--- src/rtl/rv32i_writeback_arbiter.sv ---
// Round-robin arbiter for the single register-file write port, with a registered
// write stage and a per-register busy scoreboard that drives the decode RAW/WAW stall.
module rv32i_writeback_arbiter #(
    parameter int NUM_SRC_P    = 3,
    parameter int XLEN_P       = 32,
    parameter int DEPTH_P      = 32,
    parameter int ADDR_WIDTH_P = $clog2(DEPTH_P)
) (
    input  logic                             clk_i,
    input  logic                             rst_i,
    input  logic [NUM_SRC_P-1:0]             src_valid_i,
    output logic [NUM_SRC_P-1:0]             src_ready_o,
    input  logic [NUM_SRC_P*ADDR_WIDTH_P-1:0] src_rd_addr_i,
    input  logic [NUM_SRC_P*XLEN_P-1:0]      src_wdata_i,
    input  logic                             issue_valid_i,
    input  logic [ADDR_WIDTH_P-1:0]          issue_rd_i,
    input  logic [ADDR_WIDTH_P-1:0]          rs1_addr_i,
    input  logic [ADDR_WIDTH_P-1:0]          rs2_addr_i,
    output logic                             stall_o,
    output logic                             rd_we_o,
    output logic [ADDR_WIDTH_P-1:0]          rd_addr_o,
    output logic [XLEN_P-1:0]                rd_wdata_o,
    output logic [DEPTH_P-1:0]               busy_o
);

    localparam int PTR_W = (NUM_SRC_P > 1) ? $clog2(NUM_SRC_P) : 1;

    // Handshake: a result moves when src_valid_i[i] & src_ready_o[i]; the producer
    // keeps valid/addr/data stable until then, and the write port never back-pressures.
    logic [PTR_W-1:0]        ptr_q;
    logic [NUM_SRC_P-1:0]    grant;
    logic [PTR_W-1:0]        grant_idx;
    logic                    found;
    int                      idx;
    logic                    xfer;
    logic [ADDR_WIDTH_P-1:0] sel_addr;
    logic [XLEN_P-1:0]       sel_data;
    logic [DEPTH_P-1:0]      busy_q;
    logic [DEPTH_P-1:0]      busy_d;
    logic                    hz_rs1;
    logic                    hz_rs2;
    logic                    hz_rd;

    function automatic logic in_range(input logic [ADDR_WIDTH_P-1:0] a);
        return int'(a) < DEPTH_P;
    endfunction

    // A pending register stops hazarding in the cycle its write lands (regfile bypass).
    function automatic logic hz(input logic [ADDR_WIDTH_P-1:0] r,
                                input logic [DEPTH_P-1:0]      busy,
                                input logic                    we,
                                input logic [ADDR_WIDTH_P-1:0] waddr);
        return (r != '0) && in_range(r) && busy[r] && !(we && (waddr == r));
    endfunction

    always_comb begin
        grant     = '0;
        grant_idx = '0;
        found     = 1'b0;
        idx       = 0;
        for (int k = 1; k <= NUM_SRC_P; k++) begin
            idx = (int'(ptr_q) + k) % NUM_SRC_P;
            if (!found && src_valid_i[idx]) begin
                grant[idx] = 1'b1;
                grant_idx  = PTR_W'(idx);
                found      = 1'b1;
            end
        end
    end

    assign xfer        = found;
    assign src_ready_o = grant;
    assign sel_addr    = src_rd_addr_i[int'(grant_idx)*ADDR_WIDTH_P +: ADDR_WIDTH_P];
    assign sel_data    = src_wdata_i[int'(grant_idx)*XLEN_P +: XLEN_P];

    assign hz_rs1  = hz(rs1_addr_i, busy_q, rd_we_o, rd_addr_o);
    assign hz_rs2  = hz(rs2_addr_i, busy_q, rd_we_o, rd_addr_o);
    assign hz_rd   = hz(issue_rd_i, busy_q, rd_we_o, rd_addr_o);
    assign stall_o = hz_rs1 | hz_rs2 | (issue_valid_i & hz_rd);
    assign busy_o  = busy_q;

    // Set is applied after clear so a newly issued producer keeps the bit.
    always_comb begin
        busy_d = busy_q;
        if (rd_we_o && in_range(rd_addr_o)) begin
            busy_d[rd_addr_o] = 1'b0;
        end
        if (issue_valid_i && (issue_rd_i != '0) && in_range(issue_rd_i) && !stall_o) begin
            busy_d[issue_rd_i] = 1'b1;
        end
        busy_d[0] = 1'b0;
    end

    always_ff @(posedge clk_i) begin
        if (rst_i) begin
            rd_we_o    <= 1'b0;
            rd_addr_o  <= '0;
            rd_wdata_o <= '0;
            busy_q     <= '0;
            ptr_q      <= PTR_W'(NUM_SRC_P - 1);
        end else begin
            busy_q  <= busy_d;
            rd_we_o <= xfer && (sel_addr != '0) && in_range(sel_addr);
            if (xfer) begin
                rd_addr_o  <= sel_addr;
                rd_wdata_o <= sel_data;
                ptr_q      <= grant_idx;
            end
        end
    end

    a_issue_while_stalled : assert property (@(posedge clk_i) disable iff (rst_i)
        !(issue_valid_i && stall_o));

    a_untracked_writeback : assert property (@(posedge clk_i) disable iff (rst_i)
        !(xfer && (sel_addr != '0) && in_range(sel_addr) && !busy_q[sel_addr]));

endmodule

--- config.mk ---
export PLATFORM = sky130hd
export DESIGN_NAME = rv32i_writeback_arbiter
export DESIGN_NICKNAME = d
export VERILOG_FILES = /design/src/rtl/rv32i_writeback_arbiter.sv
export SDC_FILE = /design/constraint.sdc
export NUM_CORES = 1
export LEC_CHECK = 0
export CAP_MARGIN = 20
export CORE_ASPECT_RATIO = 0.75
export CORE_MARGIN = 5
export CORE_UTILIZATION = 25
export CTS_CLUSTER_DIAMETER = 60
export CTS_CLUSTER_SIZE = 10
export DETAILED_ROUTE_END_ITERATION = 12
export PLACE_DENSITY = 0.49
export SYNTH_ARGS = -nofsm -noshare
export SYNTH_HDL_FRONTEND = slang
export SYNTH_SLANG_ARGS = --single-unit
--- constraint.sdc ---
create_clock -name clk_i -period 5.05 [get_ports clk_i]
set_input_delay 1.515 -clock clk_i [delete_from_list [all_inputs] [get_ports clk_i]]
set_output_delay 1.515 -clock clk_i [all_outputs]
set_load 0.03 [all_outputs]
---- Word level (Yosys, flattened, before mapping) ----
Index checks and enable logic that the tools add are counted.
W data, S select, Z words.
operators by class
  bitwise gates (word level) .............. 8
  multiplexer cells ....................... 36
  div/mod/pow operators ................... 3
  shift-type cells ........................ 2
  multiply operators ...................... 1
  reductions and logical operators ........ 29
  equal/unequal tests ..................... 3
  add/sub/neg operators ................... 3
  $lt $le $gt $ge ......................... 12
operator list
  operator                 number
  $ge A32 B1 Y1 const B    3
  $lt A32 B4 Y1 const B    3
  $mod A32 B3 Y32 const B  3
  $shiftx A96 B8 Y32       1
  $mux W32                 2
  $and A32 B32 Y32         1
  $not A32 Y32             1
  $or A32 B32 Y32          1
  $lt A5 B6 Y1 const B     4
  $reduce_bool A5 Y1       4
  $logic_and A1 B1 Y1      19
  $mux W1                  17
  $bmux W1 S5              3
  $eq A5 B5 Y1             3
  $shiftx A15 B6 Y5        1
  $demux W1 S5             2
  $ge A5 B1 Y1 const B     2
  $mux W3                  3
  $add A2 B2 Y3 const B    2
  $bmux W1 S2              3
  $demux W1 S2             3
  $logic_not A1 Y1         6
  $mux W2                  3
  $or A3 B3 Y3             2
  other kinds (4)          5
word-level totals
  input bits .............................. 132
  register bits after elaboration ......... 72
  output and inout bits ................... 74

---- Logic depth before layout (Yosys ltp) ----
  depth after elaboration ................. 16
  mapped depth ............................ 12
  depth with buffers taken out ............ 9

---- Worst setup path after synthesis ----
Ideal clock, no wire load.
  path type ............................... input -> output
  from .................................... in rs2_addr_i[2]
  to ...................................... out stall_o
  stages .................................. 6
  arrival ................................. 3443 ps
  data required time ...................... 3535 ps
  slack ................................... 92 ps
  path through ............................ clkbuf_1 > mux4_2 > mux4_2 > mux2_4 > a21oi_4 > inv_1
between the ends
  cells in the longest elaborated chain, start to end .. 6
  elaborated cells on any way between the ends .. 10
  those cells by class .................... 1 x eq/ne; 2 x mux; 2 x bitwise; 5 x reduce/logical
ends and longest elaborated chain
  element                                                                      RTL line  source
  start, declared                                                              18        input logic [ADDR_WIDTH_P-1:0] rs2_addr_i,
  $bmux W1 S5 / $eq A5 B5 Y1 (equally long branches)                           53        return (r != '0) && in_range(r) && busy[r] && !(we && (waddr == r));
  $mux W1 (implied by the code) / $logic_and A1 B1 Y1 (equally long branches)  53
  $logic_and A1 B1 Y1 / $logic_not A1 Y1 (equally long branches)               53
  $logic_and A1 B1 Y1 (*)                                                      53
  $or A1 B1 Y1 (*) (2 in series)                                               79        assign stall_o = hz_rs1 | hz_rs2 | (issue_valid_i & hz_rd);
  end, declared                                                                19        output logic stall_o,
Every way passes the cells marked *; elsewhere a longest branch is shown, timed or not. The select of a mux whose other input is x is not followed.

---- Final worst setup path ----
  from .................................... in rs2_addr_i[0]
  to ...................................... out stall_o
The elaborated chain is that of the path after synthesis.

==> impl_metrics.yaml <==
pwr:
  power_uw: 3360
  ir_drop_mv: 0.236
  power.internal_uw: 1910
  pwr_density_cell_nw_per_um2: 448
  p_leak_uw: 0.00295
  clkPwrFrac_pct: 19.1
  p_switching_uw: 1450
  combinationalPowerShare_pct: 55.9
  pwr-share-seq_pct: 25.0
  p_sw_share_pct: 43.2
timing:
  final-max-slew-violation-count: 0
  finalClockSkew_ps: 10.3
  setup-tns-final_ps: 0
  final.period_utilization_pct: 98.7
  whs_ps: 478
  rsz0062_at_grt: "false"
  period_needed_ps: 4980
  hold_viol: 0
  clock.fmax_mhz: 201
  relSlewSlack_pct: 51.8
  setup_viol: 0
  worstMarginPinSlew_ps: 721
synthesis:
  synth_flop_cell: "dfxtp_1"
  syn_avg_cell_area_um2: 9.07
  async_flop_share_pct: 0
  synth_cells: 524
  synth_enable_flop_cells: 0
  syn-cell-area_um2: 4750
  seq_area_frac_synth_pct: 29.9
  ys_warn_count: 0
  synth_nets: 660
  ys_ff_latch: 71
  synth.distinct_cells: 49
detailed_routing:
  drt_iter0_drc: 325
  vias_per_cell: 5.00
  wirelength_um: 18600
  drc: 0
  ant_nets: 0
  firstDrtPassIters: 5
  vias: 4888
  route.detailed.wl_per_inst_um: 19.0
critical_path:
  crit_fanout: 5
  crit_chain: "dlygate4sd2_1 -> buf_6 -> mux4_2 -> mux4_2 -> mux2_4 -> a21oi_4 -> inv_2 -> buf_6"
  slowest_stage: "mux4_2"
  r2r_slack_ps: 1830
  arrival_ps: 3470
  slowest_delay_ps: 500
  endpoint_kind: "primary output"
  cp-start-kind: "input port"
  worstPathRequired_ps: 3540
  path_class: "input port to primary output"
floorplanning:
  ios: 206
  start_util_pct: 25.5
  die_w_um: 169
  rows: 43
  fp.dieH_um: 129
  dieArea_um2: 21900
  core_area_um2: 18600
clock_network:
  cts_tree: "done"
  cts.path.max_buffers: 2
  htreeDepth: 3
  cts_num_sinks: 71
  clkTransAtPathRegs_ps: 60
  cts_hold_buffers: 0
  cts_inserted_buffers: 9
  clk_latency_ps: 340
  post_cts_buffers: 0
  cts_root_buf: "clkbuf_16"
placed_design:
  dpl_cell_area_um2: 7170
  port_buffers: 204
  routabilityCongestion: 0.847
  place_hpwl_um: 14500
final_layout:
  stdcell_area_um2: 7500
  fillers: 1892
  fin_util_pct: 40.3
  area_growth_pct: 57.7
  drive_gt1_share_pct: 13.2
  insertedDiodeCount: 0
  fin_nets: 861
grt:
  antenna_found_initial: 0
  grt_pass1_vias: 5108
  track_usage_pct: 16.6
  grt_max_degree: 43
  grt_pass1_wl_um: 28700
  grt-ovfl-total: 0
flow_run:
  cap_viol_max_count: 0
status:
  status: "completed"
min_path:
  hp-class: "flop to flop"
-- per-stage QoR --
step / std cells / worst slack, ps
6_report: 977 / 65.1
5_1_grt: 977 / 2.60
4_1_cts: 976 / 70.2
3_5_place_dp: 960 / -253
3_3_place_gp: 960 / -265
2_1_floorplan: 524 / 92.3
-- power by group through the flow --
stage               Combinational, µW  Sequential, µW  Clock (µW)
CTS                              1890             839         657
finish                           1880             840         641
global placement                 1870             848           0
global route                     2040             856         684
floorplan                        1050             986           0
detailed placement               1890             846           0
-- final timing paths --
| check | from | cells after the start | to |
|---|---|---|---|
| worst max-delay path | rs2_addr_i[0] | 8 | stall_o |
| worst min-delay path | rd_wdata_o[11] | 1 | rd_wdata_o[11] |
| worst max register to register | ptr_q[1] | 10 | rd_wdata_o[30] |
| worst min register to register | rd_wdata_o[11] | 1 | rd_wdata_o[11] |
-- final cells by class --
class	instances	area, µm²	share of cell area, %
Clock buffer	9	225	3.00
Sequential cell	71	1420	19.0
Tap cell	247	309	4.12
Inverter	8	30.0	0.400
Timing Repair Buffer	235	2300	30.7
Multi-Input combinational cell	400	3140	41.8
Clock inverter	7	72.6	0.968
-- sequential cells by signal, summed over array words and instances (netlist names) --
| register | flops |
|---|---|
| rd_addr_o | 5 |
| rd_wdata_o | 32 |
| ptr_q | 2 |
| busy_o | 31 |
| rd_we_o | 1 |
-- per-layer routing --
metal | wire length [µm] | global-route usage, %
met5 | 0 | 0
met3 | 1400 | 4.36
met1 | 8560 | 22.7
met2 | 8290 | 26.3
met4 | 316 | 4.40
-- placed cells by master, fill, tap and decap left out, types with 2 or more instances in the layout --
cell type          n
inv_1              7
o21ai_1           28
and3_1             3
o22ai_1            5
clkdlybuf4s50_1  193
dlygate4sd2_1      7
or2_2              3
a21o_1             2
nor4_1             4
ha_1               4
a22o_1            32
buf_6              3
clkinv_2           2
o21ai_0           58
mux2i_1           56
clkbuf_16          9
xor2_1            12
nand4b_4           2
nor3_1             5
nor2_1            11
nand3b_1          18
dfxtp_1           71
or3_1              2
o211a_1            4
xnor2_1            3
mux4_2            24
or3b_2             2
clkinvlp_4         2
nand4_4            2
mux2_2             2
nand2_1           64
nor3b_1            4
buf_4             29
nor2b_1           20
nand3_1            7
nand2b_1           2
a31o_2             2
-- worst max-delay path: cells and delay by family --
family,cells,cell delay (ps)
mux,3,1280
buf+inv,4,520
compound gates,1,150
-- cells in the mapped netlist, drive strengths merged (4+ instances only) --
cell type	n	area share, %
nor3	5	0.53
nor4	4	0.53
a22o	32	5.9
o21ai	87	9.2
nand2	64	5.1
nand3	7	0.74
ha	4	1.1
o211a	4	0.84
clkbuf	33	2.6
nor2b	21	2.8
inv	8	0.63
xor2	12	2.2
nor3b	4	0.63
mux4	24	11
buf	12	1.5
dfxtp	71	30
mux2i	57	12
nand3b	18	2.8
nor2	12	0.95
o22ai	5	0.66
-- cell families after synthesis --
family,share of synthesized area (%)
compound gates,19.4
xor+xnor,2.76
buf+inv,4.74
mux,24.2
simple gates,17.9
fa+ha+maj,1.05
flops,29.9
other cells,0.0789
-- what timing repair did --
action	in CTS	in global routing
setup endpoints to repair	2	1
gates resized for setup	11	1
pin swaps	1	0
No activity file was read; power rests on OpenSTA's default activity.
